File: src/rtl/llc_arbiter.sv
// Two-client (I-cache / D-cache) arbiter onto the single LLC port of the cacheline adaptor.
// One line transaction at a time; downstream command and payload are registered and held until resp_i.
module llc_arbiter #(
  parameter int unsigned ADDR_W   = 32,
  parameter int unsigned LINE_W   = 256,
  parameter int unsigned OFFSET_W = 5
) (
  input  logic              clk,
  input  logic              rst,
  input  logic [ADDR_W-1:0] i_address_i,
  input  logic              i_read_i,
  output logic [LINE_W-1:0] i_line_o,
  output logic              i_resp_o,
  input  logic [ADDR_W-1:0] d_address_i,
  input  logic              d_read_i,
  input  logic              d_write_i,
  input  logic [LINE_W-1:0] d_line_i,
  output logic [LINE_W-1:0] d_line_o,
  output logic              d_resp_o,
  output logic [ADDR_W-1:0] address_o,
  output logic              read_o,
  output logic              write_o,
  output logic [LINE_W-1:0] line_o,
  input  logic [LINE_W-1:0] line_i,
  input  logic              resp_i
);

  localparam logic [ADDR_W-1:0] ALIGN_MASK = ~ADDR_W'((64'(1) << OFFSET_W) - 64'(1));

  typedef enum logic [2:0] {IDLE, I_BUSY, D_BUSY, I_DONE, D_DONE} state_t;

  state_t            state, state_next;
  logic              last_d, last_d_next;
  logic [ADDR_W-1:0] address_next;
  logic              read_next, write_next;
  logic [LINE_W-1:0] line_next, i_line_next, d_line_next;
  logic              i_resp_next, d_resp_next;
  logic              d_req, grant_d, grant_i;

  // On contention the client that did not win last time is granted.
  assign d_req   = d_read_i | d_write_i;
  assign grant_d = d_req && (!i_read_i || !last_d);
  assign grant_i = i_read_i && (!d_req || last_d);

  always_comb begin
    state_next   = state;
    last_d_next  = last_d;
    address_next = address_o;
    read_next    = read_o;
    write_next   = write_o;
    line_next    = line_o;
    i_line_next  = i_line_o;
    d_line_next  = d_line_o;
    i_resp_next  = 1'b0;
    d_resp_next  = 1'b0;
    case (state)
      IDLE: begin
        if (grant_d) begin
          state_next   = D_BUSY;
          last_d_next  = 1'b1;
          address_next = d_address_i & ALIGN_MASK;
          if (d_write_i) begin
            write_next = 1'b1;
            line_next  = d_line_i;
          end else begin
            read_next = 1'b1;
          end
        end else if (grant_i) begin
          state_next   = I_BUSY;
          last_d_next  = 1'b0;
          address_next = i_address_i & ALIGN_MASK;
          read_next    = 1'b1;
        end
      end
      I_BUSY: begin
        if (resp_i) begin
          state_next  = I_DONE;
          read_next   = 1'b0;
          write_next  = 1'b0;
          i_line_next = line_i;
          i_resp_next = 1'b1;
        end
      end
      D_BUSY: begin
        if (resp_i) begin
          state_next  = D_DONE;
          read_next   = 1'b0;
          write_next  = 1'b0;
          d_resp_next = 1'b1;
          // Writebacks leave the client's line output untouched.
          if (read_o) d_line_next = line_i;
        end
      end
      // Forced pass through IDLE keeps the command low for two cycles between transactions.
      I_DONE:  state_next = IDLE;
      D_DONE:  state_next = IDLE;
      default: state_next = IDLE;
    endcase
  end

  always_ff @(posedge clk or posedge rst) begin
    if (rst) begin
      state     <= IDLE;
      last_d    <= 1'b0;
      address_o <= '0;
      read_o    <= 1'b0;
      write_o   <= 1'b0;
      line_o    <= '0;
      i_line_o  <= '0;
      d_line_o  <= '0;
      i_resp_o  <= 1'b0;
      d_resp_o  <= 1'b0;
    end else begin
      state     <= state_next;
      last_d    <= last_d_next;
      address_o <= address_next;
      read_o    <= read_next;
      write_o   <= write_next;
      line_o    <= line_next;
      i_line_o  <= i_line_next;
      d_line_o  <= d_line_next;
      i_resp_o  <= i_resp_next;
      d_resp_o  <= d_resp_next;
    end
  end

endmodule

File: config.mk
export PLATFORM = sky130hd
export DESIGN_NAME = llc_arbiter
export DESIGN_NICKNAME = d
export VERILOG_FILES = /design/src/rtl/llc_arbiter.sv
export SDC_FILE = /design/constraint.sdc
export NUM_CORES = 2
export LEC_CHECK = 0
export ABC_AREA = 1
export CAP_MARGIN = 10
export CORE_AREA = 4 4 539 541
export DETAILED_ROUTE_END_ITERATION = 10
export DIE_AREA = 0 0 543 545
export GPL_TIMING_DRIVEN = 0
export SETUP_SLACK_MARGIN = 0.5
export SLEW_MARGIN = 5
export SYNTH_ARGS = -nofsm -noshare
export SYNTH_HDL_FRONTEND = slang
export SYNTH_SLANG_ARGS = --single-unit
File: constraint.sdc
create_clock -name clk -period 31.6 [get_ports clk]
set_input_delay 4.74 -clock clk [delete_from_list [all_inputs] [get_ports clk]]
set_output_delay 4.74 -clock clk [all_outputs]
set_load 0.01 [all_outputs]
==> flow_metrics.py <==
metrics = {
    "final_layout": {
        "fin_util_pct": 18.5,
        "fin_nets": 5494,
        "fillers": 31900,
        "layout_common_cells": "nand2_1 (1963), clkdlybuf4s50_1 (1370), dfrtp_1 (803)",
        "drive_gt1_share_pct": 6.50,
        "fin_cells": 8787,
        "final_common_cell": "nand2_1",
        "area_growth_pct": 72.2,
    },
    "cts": {
        "cts_buffers": 101,
        "htree_levels": 3,
        "post_cts_buffers": 0,
        "cts_tree": "done",
        "clockRootBuffer": "clkbuf_16",
        "clock_sinks": 803,
        "clock_latency_ps": 800,
        "cts-hold-fix-buffers": 0,
        "clock_path_buffers": 4,
        "clkTransAtPathRegs_ps": 60,
        "ctsResizeCount": 0,
    },
    "routing": {
        "route.detailed.drc": 0,
        "first_iter_violations": 2592,
        "wl_um": 236000,
        "routedWlPerCell_um": 26.8,
        "firstDrtPassIters": 5,
        "drtAntennaViolNets": 0,
        "route.vias.total": 30700,
        "viasPerCell": 3.50,
    },
    "placed_design": {
        "hpwl_um": 201000,
        "place_congestion": 0.977,
        "post-place-ws_ps": 23240,
        "dp.cells": 8571,
        "io_buffers": 1370,
    },
    "status": {
        "outcome": "finished clean",
    },
    "worst_setup_path": {
        "path_max_fanout": 11,
        "cp.required_ps": 32270,
        "cp-start-kind": "input pin",
        "rrSetupSlack_ps": 27980,
        "cp-end-kind": "flip-flop",
        "reg2reg_depth": 7,
        "r2r-start": "state[1]",
        "crit_arrival_ps": 8280,
        "reg2reg_to": "i_line_o[194]",
        "path_class": "in -> reg",
    },
    "floorplanning": {
        "design.die.area_mm2": 0.296,
        "ios": 1386,
        "core-area_mm2": 0.285,
        "initial_core_util_pct": 10.8,
        "rows": 196,
        "die_w_um": 543,
        "die_h_um": 545,
    },
    "power_and_ir_drop": {
        "total_power_uw": 5440,
        "p_per_area_mw_per_mm2": 103,
        "ir_drop_mv": 0.0617,
        "leakage_uw": 0.0244,
    },
    "global_routing": {
        "track_usage_pct": 15.3,
        "grt_pass1_vias": 30300,
        "grt_pass1_wl_um": 299000,
        "grt_max_degree": 116,
        "grt_antenna_before_repair": 159,
        "overflow": 0,
    },
    "logic_synthesis": {
        "synth_edf_count": 0,
        "yosys-top-cells-area": "dfrtp_1 (65%), nand2_1 (24%), nand3_1 (3.4%), buf_2 (2.0%), o21ai_0 (1.6%)",
        "synth-seq-cells": 803,
        "synth_top_area_share_pct": 65.5,
        "synth_top_area_cell": "dfrtp_1",
        "yosys_warnings": 0,
        "async_flop_share_pct": 100,
        "postSynthAreaPerCell_um2": 8.96,
        "synthesis.area_mm2": 0.0307,
        "netlist_instances": 3426,
        "ys_seq_area_share_pct": 65.5,
        "ys_types": 21,
        "ys.flop_type": "dfrtp_1",
    },
    "sta": {
        "setup_slack_ps": 23990,
        "period_share_pct": 24.1,
        "hold_slack_ps": 468,
        "finalSetupViolations": 0,
        "rsz0062_at_grt": "false",
        "slew_violations": 0,
        "worst_pin_slew_ps": 1060,
        "fmax_mhz": 131,
        "final_hold_viol_count": 0,
        "skew_ps": 67.7,
        "period_needed_ps": 7610,
        "slew_headroom_pct": 29.2,
    },
    "worst_hold_path": {
        "hold_class": "reg -> reg",
        "holdPathStages": 2,
        "min_to": "line_o[60]",
        "hold_start": "line_o[60]",
    },
    "run": {
        "cap_violations": 0,
    },
}
[how the worst max path moves through the flow]
stage / from / endpoint / cells past startpoint / slack, ps
3_3_place_gp: rst / d_resp_o / 2 / -8010
5_1_grt: rst / d_resp_o / 7 / 23770
6_report: resp_i / i_line_o[194] / 7 / 23990
3_5_place_dp: rst / d_resp_o / 7 / 23240
4_1_cts: rst / d_resp_o / 7 / 24140
2_1_floorplan: rst / address_o[10] / 1 / 4310
[power breakdown]
part	internal, uW	total [uW]	switching, uW
Combinational	1080	2420	1340
Sequential	1490	1800	307
Clock	713	1220	504
[registers in the layout (all words and copies together) (netlist names)]
signal / cells
d_line_o: 256
i_line_o: 256
line_o: 256
address_o: 27
state: 3
d_resp_o: 1
i_resp_o: 1
last_d: 1
read_o: 1
write_o: 1
[Yosys cell counts, types with 2 or more instances]
master	n
a31oi_1	27
buf_2	123
buf_4	18
clkbuf_1	63
dfrtp_1	803
inv_1	63
inv_2	4
nand2_1	1963
nand2_4	2
nand3_1	211
nand3_2	2
nand4_1	2
nor2_1	32
nor2_4	2
o21ai_0	100
o21ai_1	6
[worst max-delay path: stages]
cell and delay, ps:
clkdlybuf4s50_1 540, nand4_1 230, inv_2 760, buf_2 720, buf_2 570, nand2_1 460
nand2_1 150
[logic make-up after synthesis]
group | count (synthesis) | share of synthesized area, %
flops | 803 | 65.5
simple gates | 2215 | 28.1
compound gates | 134 | 2.30
other cells | 1 | 0.0122
buf+inv | 273 | 4.09
[metal layers]
metal | up-vias | GRT usage [%] | wire, um
li1 | 13700 | - | -
met1 | 14900 | 18.6 | 95700
met2 | 1709 | 23.3 | 102000
met3 | 411 | 7.43 | 29100
met4 | 96 | 5.45 | 8730
met5 | - | 0 | 655
[metrics by stage]
step           instance area, um2  TNS [ps]
3_3_place_gp                49100  -6045910
2_1_floorplan               30700         0
6_report                    52900         0
3_5_place_dp                49400         0
4_1_cts                     52800         0
5_1_grt                     52800         0
[cell type report]
| class | instances | area, um2 | share of cell area [%] |
|---|---|---|---|
| Clock buffer | 141 | 2890 | 5.47 |
| Timing Repair Buffer | 1379 | 14000 | 26.4 |
| Sequential cell | 803 | 20100 | 38.0 |
| Buffer | 206 | 1010 | 1.90 |
| Multi-Input combinational cell | 2354 | 9350 | 17.7 |
| Clock inverter | 37 | 495 | 0.937 |
| Inverter | 67 | 259 | 0.490 |
| Antenna cell | 38 | 95.1 | 0.180 |
| Tap cell | 3762 | 4710 | 8.91 |
Power figures use the tool's default switching activity.
